**config.mk**
```make
export PLATFORM = sky130hd
export DESIGN_NAME = seg7_scan_flat
export DESIGN_NICKNAME = d
export VERILOG_FILES = /design/src/rtl/seg7_scan_if.sv /design/src/rtl/seg7_scan.sv /design/src/flat_wrapper.sv
export SDC_FILE = /design/constraint.sdc
export NUM_CORES = 1
export LEC_CHECK = 0
export CORE_ASPECT_RATIO = 0.9
export CORE_MARGIN = 4
export CORE_UTILIZATION = 55
export CTS_CLUSTER_SIZE = 40
export DETAILED_ROUTE_END_ITERATION = 6
export DONT_BUFFER_PORTS = 1
export PLACE_DENSITY_LB_ADDON = 0.25
export RECOVER_POWER = 50
export SYNTH_ARGS = -nofsm -noshare
export SYNTH_HDL_FRONTEND = slang
export SYNTH_SLANG_ARGS = --single-unit
```
**constraint.sdc**
```tcl
create_clock -name clk_i -period 4.55 [get_ports clk_i]
set_clock_uncertainty 0.2 [all_clocks]
set_input_delay 0.6825 -clock clk_i [delete_from_list [all_inputs] [get_ports clk_i]]
set_output_delay 0.6825 -clock clk_i [all_outputs]
set_load 0.05 [all_outputs]
```
**src/rtl/seg7_scan_if.sv**
```systemverilog
// Bus between a display source and the eight-digit scanner.
// Ports: data/dp/en/lzb in; an/seg/dp/frame out.
interface seg7_scan_if;
    logic [31:0] data_i;
    logic [7:0]  dp_i;
    logic        en_i;
    logic        lzb_i;
    logic [7:0]  an_o;
    logic [6:0]  seg_o;
    logic        dp_o;
    logic        frame_o;

    modport master (
        output data_i, dp_i, en_i, lzb_i,
        input  an_o, seg_o, dp_o, frame_o
    );

    modport slave (
        input  data_i, dp_i, en_i, lzb_i,
        output an_o, seg_o, dp_o, frame_o
    );
endinterface

```
**src/rtl/seg7_scan.sv**
```systemverilog
// Eight-digit multiplexed seven-segment scanner with tear-free snapshots.
// Ports: clk_i, rst_i (async, active-low), bus (seg7_scan_if.slave).
module seg7_scan #(
    parameter int unsigned PRESCALE = 100000
) (
    input  logic        clk_i,
    input  logic        rst_i,
    seg7_scan_if.slave  bus
);
    localparam int unsigned CW =
        (PRESCALE > 1) ? $clog2(PRESCALE) : 1;
    localparam logic [CW-1:0] CNT_MAX = CW'(PRESCALE - 1);

    logic [CW-1:0] cnt_q, cnt_d;
    logic [2:0]    idx_q, idx_d;
    logic [31:0]   snap_data_q, snap_data_d;
    logic [7:0]    snap_dp_q, snap_dp_d;
    logic          snap_lzb_q, snap_lzb_d;
    logic [7:0]    an_q, an_d;
    logic [6:0]    seg_q, seg_d;
    logic          dp_q, dp_d;
    logic          frame_q, frame_d;

    logic          tick;
    logic          wrap;
    logic [4:0]    sh;
    logic [3:0]    nib;
    logic          lz_blank;
    logic [6:0]    hex;

    always_comb begin
        tick        = (cnt_q == CNT_MAX);
        wrap        = tick && (idx_q == 3'd7);
        cnt_d       = tick ? '0 : cnt_q + 1'b1;
        idx_d       = tick ? idx_q + 3'd1 : idx_q;
        snap_data_d = snap_data_q;
        snap_dp_d   = snap_dp_q;
        snap_lzb_d  = snap_lzb_q;
        // New snapshot lands as digit 0 of the next frame starts.
        if (wrap) begin
            snap_data_d = bus.data_i;
            snap_dp_d   = bus.dp_i;
            snap_lzb_d  = bus.lzb_i;
        end
        frame_d = wrap;
    end

    always_comb begin
        sh  = {idx_q, 2'b00};
        nib = snap_data_q[sh +: 4];
        // Blank digit k when it and every digit to its left are zero.
        lz_blank = snap_lzb_q && (idx_q != 3'd0)
                   && ((snap_data_q >> sh) == 32'd0);
    end

    always_comb begin
        unique case (nib)
            4'h0: hex = 7'h40;
            4'h1: hex = 7'h79;
            4'h2: hex = 7'h24;
            4'h3: hex = 7'h30;
            4'h4: hex = 7'h19;
            4'h5: hex = 7'h12;
            4'h6: hex = 7'h02;
            4'h7: hex = 7'h78;
            4'h8: hex = 7'h00;
            4'h9: hex = 7'h10;
            4'hA: hex = 7'h08;
            4'hB: hex = 7'h03;
            4'hC: hex = 7'h46;
            4'hD: hex = 7'h21;
            4'hE: hex = 7'h06;
            4'hF: hex = 7'h0E;
        endcase
    end

    always_comb begin
        an_d  = 8'hFF;
        seg_d = 7'h7F;
        dp_d  = 1'b1;
        if (bus.en_i && !lz_blank) begin
            an_d  = ~(8'd1 << idx_q);
            seg_d = hex;
            dp_d  = ~snap_dp_q[idx_q];
        end
    end

    always_ff @(posedge clk_i or negedge rst_i) begin
        if (!rst_i) begin
            cnt_q       <= '0;
            idx_q       <= 3'd0;
            snap_data_q <= 32'd0;
            snap_dp_q   <= 8'd0;
            snap_lzb_q  <= 1'b0;
            an_q        <= 8'hFF;
            seg_q       <= 7'h7F;
            dp_q        <= 1'b1;
            frame_q     <= 1'b0;
        end else begin
            cnt_q       <= cnt_d;
            idx_q       <= idx_d;
            snap_data_q <= snap_data_d;
            snap_dp_q   <= snap_dp_d;
            snap_lzb_q  <= snap_lzb_d;
            an_q        <= an_d;
            seg_q       <= seg_d;
            dp_q        <= dp_d;
            frame_q     <= frame_d;
        end
    end

    assign bus.an_o    = an_q;
    assign bus.seg_o   = seg_q;
    assign bus.dp_o    = dp_q;
    assign bus.frame_o = frame_q;
endmodule

```
**src/flat_wrapper.sv**
```systemverilog
// flat-port wrapper written by rule: the top's interface ports become plain ports
module seg7_scan_flat 
#(
    parameter int unsigned PRESCALE = 100000
)
  (clk_i, rst_i, bus_data_i, bus_dp_i, bus_en_i, bus_lzb_i, bus_an_o, bus_seg_o, bus_dp_o, bus_frame_o);
  seg7_scan_if bus_i ();
  input  logic clk_i;
  input  logic rst_i;
  input wire logic [$bits(bus_i.data_i)-1:0] bus_data_i;
  input wire logic [$bits(bus_i.dp_i)-1:0] bus_dp_i;
  input wire logic [$bits(bus_i.en_i)-1:0] bus_en_i;
  input wire logic [$bits(bus_i.lzb_i)-1:0] bus_lzb_i;
  output wire logic [$bits(bus_i.an_o)-1:0] bus_an_o;
  output wire logic [$bits(bus_i.seg_o)-1:0] bus_seg_o;
  output wire logic [$bits(bus_i.dp_o)-1:0] bus_dp_o;
  output wire logic [$bits(bus_i.frame_o)-1:0] bus_frame_o;
  assign bus_i.data_i = bus_data_i;
  assign bus_i.dp_i = bus_dp_i;
  assign bus_i.en_i = bus_en_i;
  assign bus_i.lzb_i = bus_lzb_i;
  assign bus_an_o = bus_i.an_o;
  assign bus_seg_o = bus_i.seg_o;
  assign bus_dp_o = bus_i.dp_o;
  assign bus_frame_o = bus_i.frame_o;
  seg7_scan #(.PRESCALE(PRESCALE)) u_core (.clk_i(clk_i), .rst_i(rst_i), .bus(bus_i));
endmodule
```
==> Yosys cells after proc, flatten, opt, wreduce, memory -nomap -nowiden <==
Memories as Yosys holds them, arrays and structs flattened.
Index checks and enable logic that the tools add are counted.
{ "totals": {"ff_bits": 78, "latch_bits": 0, "ram_bits": 0, "rom_bits": 112, "elab_cells": 33, "n_memories": 1} }
{ "classes": {"n_addsub": 2, "mul": 0, "div": 0, "order_cmp": 1, "eq_ne": 2, "shifts": 3, "mux": 6, "n_bitwise": 2, "n_reduce_logical": 7} }
{ "memory_table": {"columns": ["memory", "words", "width", "rd", "rd_clocked_by_memory_dff", "write_ports", "line_no", "rtl"], "rows": [
  ["(name not given)", 16, 7, 1, 0, 0, "seg7_scan.sv:57", "unique case (nib)"]
]} }
{ "op_table": {"columns": ["op", "count"], "rows": [
  ["zero test 32 bit", 1],
  ["indexed part select 32 x 6 -> 4 bit", 1],
  [">> shifter 32 x 5 -> 32 bit", 1],
  ["adder 17 x 1 -> 17 bit (second input constant)", 1],
  ["== test 17 bit (second input constant)", 1],
  ["2-to-1 mux 17 bit", 1],
  ["2-to-1 mux 8 bit", 1],
  ["NOT 8 bit", 1],
  ["left shift 1 x 3 -> 8 bit (first input constant)", 1],
  ["2-to-1 mux 7 bit", 1],
  ["logical AND 1 bit", 4],
  ["< comparator 3 x 4 -> 1 bit (second input constant)", 1],
  ["adder 3 x 1 -> 3 bit (second input constant)", 1],
  ["binary-select mux 1 bit (select 3 bit)", 1],
  ["== test 3 bit (second input constant)", 1],
  ["nonzero test 3 bit", 1],
  ["2-to-1 mux 1 bit", 2],
  ["zero test 1 bit", 1],
  ["NOT 1 bit", 1]
]} }

==> Longest topological paths before layout <==
{ "logic_depth": {"depth_word": 6, "mapped_depth": 12} }

==> Worst setup path after synthesis <==
Ideal clock, no wire load.
{ "synth_path": {"kind": "reg-to-reg", "startpoint": "reg u_core.idx_q[1]", "endpoint": "reg u_core.seg_q[1], in the netlist u_core.bus.seg_o[1]", "arrival_ns": 2.893, "t_required_ns": 4.239, "path_slack_ns": 1.346, "stages_incl_launch_ff": 13, "path_buffers": 2, "path_cell_list": "dfrtp_1 -> buf_6 -> clkbuf_1 -> mux4_2 -> nand2_1 -> nand2_1 -> inv_1 -> ha_1 -> nand2_1 -> a211o_1 -> or4b_4 -> a22o_1 -> o311ai_0"} }
{ "synth_via": {"elab_chain_len": 6, "word_cells_on_any_way": 10, "classes_between": "shift: 2; mux: 1; reduce/logical: 6; memory: 1"} }
{ "synth_rtl": {"columns": ["element", "line_no", "rtl"], "rows": [
  ["start, declared", "seg7_scan.sv:15", "logic [2:0] idx_q, idx_d;"],
  ["start signal, assigned", "seg7_scan.sv:101", "idx_q <= idx_d;"],
  ["branches (longest 5 deep; another with memory (16 x 7 bit))", null, null],
  ["2-to-1 mux 7 bit *", "seg7_scan.sv:81", "if (bus.en_i && !lz_blank) begin"],
  ["net u_core.seg_d[1]", "seg7_scan.sv:20", "logic [6:0] seg_q, seg_d;"],
  ["end signal, assigned", "seg7_scan.sv:106", "seg_q <= seg_d;"],
  ["end, declared", "seg7_scan.sv:20", null]
]} }
Mark *: on every way through the listed nets, which the timed path passes.
A chain may end at the register's enable or synchronous reset.

==> Worst setup path in the final report <==
{ "layout_path": {"startpoint": "reg u_core.idx_q[0]", "endpoint": "reg u_core.seg_q[1], in the netlist u_core.bus.seg_o[1]"} }
Same word-level chain as after synthesis.

==> reports/results.ini <==
[place]
dp_cells = 474
dpl.hpwl_mm = 5.719
portBuffers = 0
place_congestion = 0.9402

[setup_path]
path_max_fanout = 20
path_common_cell = nand2_1
crit_chain = mux4_2 > nand2_1 > nand2_1 > inv_1 > ha_1 > nand2_1 > a211o_1 > or4b_4 > a22o_1 > o311ai_0
critPathLaunch = u_core.idx_q[0]
cpMaxStageDelayCell = dfrtp_1
required_ns = 4.58
worstSetupPathType = reg2reg
crit_arrival_ns = 3.80
critPathBufInv = 1
r2r_start = u_core.idx_q[0]
critical-path-top-delay-family = flip-flops
startpoint_type = register
cp-end-kind = register
cp_slowest_stage_delay_ns = 0.90

[synth]
ys_types = 45
synth_area_mm2 = 0.003815
synth-edff-count = 0
syn_inst = 395
async_flop_share_pct = 100.0
ys_seq_elements = 78
syn_nets = 452
synth_flop_cell = dfrtp_1
syn_avg_cell_area_um2 = 9.658
yosysSeqAreaShare_pct = 51.69
yosysWarnings = 0

[hold_path]
hold_path.class = in2reg
hp-start = bus_data_i[15]

[route]
ant_nets = 0
vias_per_cell = 5.711
routed-via-count = 2804
drc = 0
drtIter0Drc = 294
drt_wl_total_mm = 8.168
dr.pass1.iters = 5
post_drt_wl_per_cell_um = 16.64

[timing]
rsz0062_at_grt = false
finalSetupViolations = 0
min_period_ns = 3.771
relSlewSlack_pct = -119.2
slew_violations = 79
fin_crit_sh_pct = 82.88
tightest_slew_ns = 3.283
hold_viol = 0
tns_ns = 0
fmax_ghz = 0.2652

[clocking]
postCtsSetupBuffers = 0
htree_levels = 3
post_cts_resized = 0
cts_sinks = 78
clk_latency_ns = 0.36
cts_root_buf = clkbuf_8
clk_pin_slew_worst_paths_ns = 0.08
cts_made_buffers = 9
hold_buffers = 1
cts_tree = built
clockBufferDepth = 2

[grt]
grt_max_degree = 79
grt_pass1_wl_mm = 13.60
grt_pass1_vias = 2807
grt_antenna_before_repair = 0
track_usage_pct = 21.45
grt_overflow = 0

[die]
fp-row-count = 28
start_util_pct = 57.31
core_area_mm2 = 0.006656
io_pins = 61
die_w_um = 95.79
die_area_mm2 = 0.008335
dieHeight_um = 87.01

[finish]
nets = 453
drive_gt1_share_pct = 13.47
mostFrequentLayoutCell = nand2_1
n_antenna_cell = 0
nFillCells = 556
layout_common_cells = nand2_1, dfrtp_1, nor2_1
instances_no_fill = 491
area_growth_pct = 8.462

[outcome]
outcome = finished, violations left
violations = max-capacitance violations, max-slew violations

[power]
power_density_mw_per_mm2 = 313.0
finalPower_mw = 1.295
ir_drop_mv = 0.1884
p_leak_nw = 1.677

[run]
cap_violations = 1

==> cell type report <==
cell class / instances / area (um2) / share of cell area, %
Inverter: 6 / 22.52 / 0.5443
Clock buffer: 10 / 137.6 / 3.326
Tap cell: 90 / 112.6 / 2.721
Timing Repair Buffer: 6 / 50.05 / 1.210
Sequential cell: 78 / 1972 / 47.66
Multi-Input combinational cell: 295 / 1758 / 42.49
Clock inverter: 6 / 85.08 / 2.056
==> sequential cells by signal, indices dropped and copies added, names as in the netlist <==
| signal | cells |
|---|---|
| u_core.bus.dp_o | 1 |
| u_core.snap_lzb_q | 1 |
| u_core.bus.seg_o | 7 |
| u_core.cnt_q | 17 |
| u_core.bus.an_o | 8 |
| u_core.bus.frame_o | 1 |
| u_core.snap_dp_q | 8 |
| u_core.idx_q | 3 |
| u_core.snap_data_q | 32 |
==> worst paths after layout <==
path | end | slack, ns | cells past startpoint
min in group asynchronous | u_core.snap_data_q[11] | 1.25 | 1
setup reg to reg | u_core.bus.seg_o[1] | 0.78 | 10
setup / recovery | u_core.bus.seg_o[1] | 0.78 | 10
max in group asynchronous | u_core.snap_lzb_q | 1.03 | 1
hold / removal | u_core.snap_data_q[15] | 0.23 | 2
hold reg to reg | u_core.snap_dp_q[7] | 0.27 | 2
==> synth_stat cells, drive strengths merged, types with 3 or more instances <==
library cell	number	area, um2
nand2	151	566.8
dfrtp	62	1551
nor2	19	71.32
dfstp	16	420.4
clkbuf	13	48.80
ha	13	162.7
nand3	12	60.06
mux4	10	225.2
xnor2	10	87.58
nor4	8	50.05
o21ai	8	40.04
a21oi	7	35.03
nor3	7	35.03
inv	6	22.52
mux2i	6	60.06
xor2	5	43.79
nand2b	4	25.02
and3	3	18.77
buf	3	20.01
nand4	3	18.77
o211ai	3	22.52
==> power by group <==
group	internal, mW	switching [mW]
sequential	0.699	0.0110
combinational	0.00285	0.0150
clock	0.322	0.246
total	1.02	0.272
==> cell families after synthesis <==
kind of cell	Yosys count	share of synthesized area, %
AOI/OAI and AO/OA	32	5.773
adders and majority gates	13	4.264
xor gates and xnor gates	15	3.444
muxes	18	8.068
DFF	78	51.69
buffers and inverters	22	2.394
and+or+nand+nor	217	24.37
==> metrics by stage <==
stage / hold WS (ns) / setup slack [ns] / utilization, % / instance area [um2]
2_1_floorplan: 0.1869 / 1.346 / - / 3815
3_3_place_gp: 0.1892 / 0.9377 / 58.63 / 3902
3_5_place_dp: 0.1890 / 0.8624 / 58.63 / 3902
4_1_cts: 0.02462 / 0.8034 / 62.39 / 4153
5_1_grt: 0.2211 / 0.3285 / 62.16 / 4138
6_report: 0.2311 / 0.7788 / 62.16 / 4138
==> worst register-to-register path: cells and delay by family (launching register included) <==
family | cells | cell delay, ns
DFF | 1 | 0.90
and+or+nand+nor | 4 | 0.80
AOI/OAI and AO/OA | 3 | 0.74
muxes | 1 | 0.62
adders and majority gates | 1 | 0.22
buffers and inverters | 1 | 0.18
==> routing by layer <==
metal	wire length, um	vias up	global-route usage [%]
li1	-	1331	-
met3	753	15	7.001
met5	0	-	0
met2	3823	113	32.95
met4	115	0	6.072
met1	3475	1345	29.31
(Power assumes the default switching activity.)
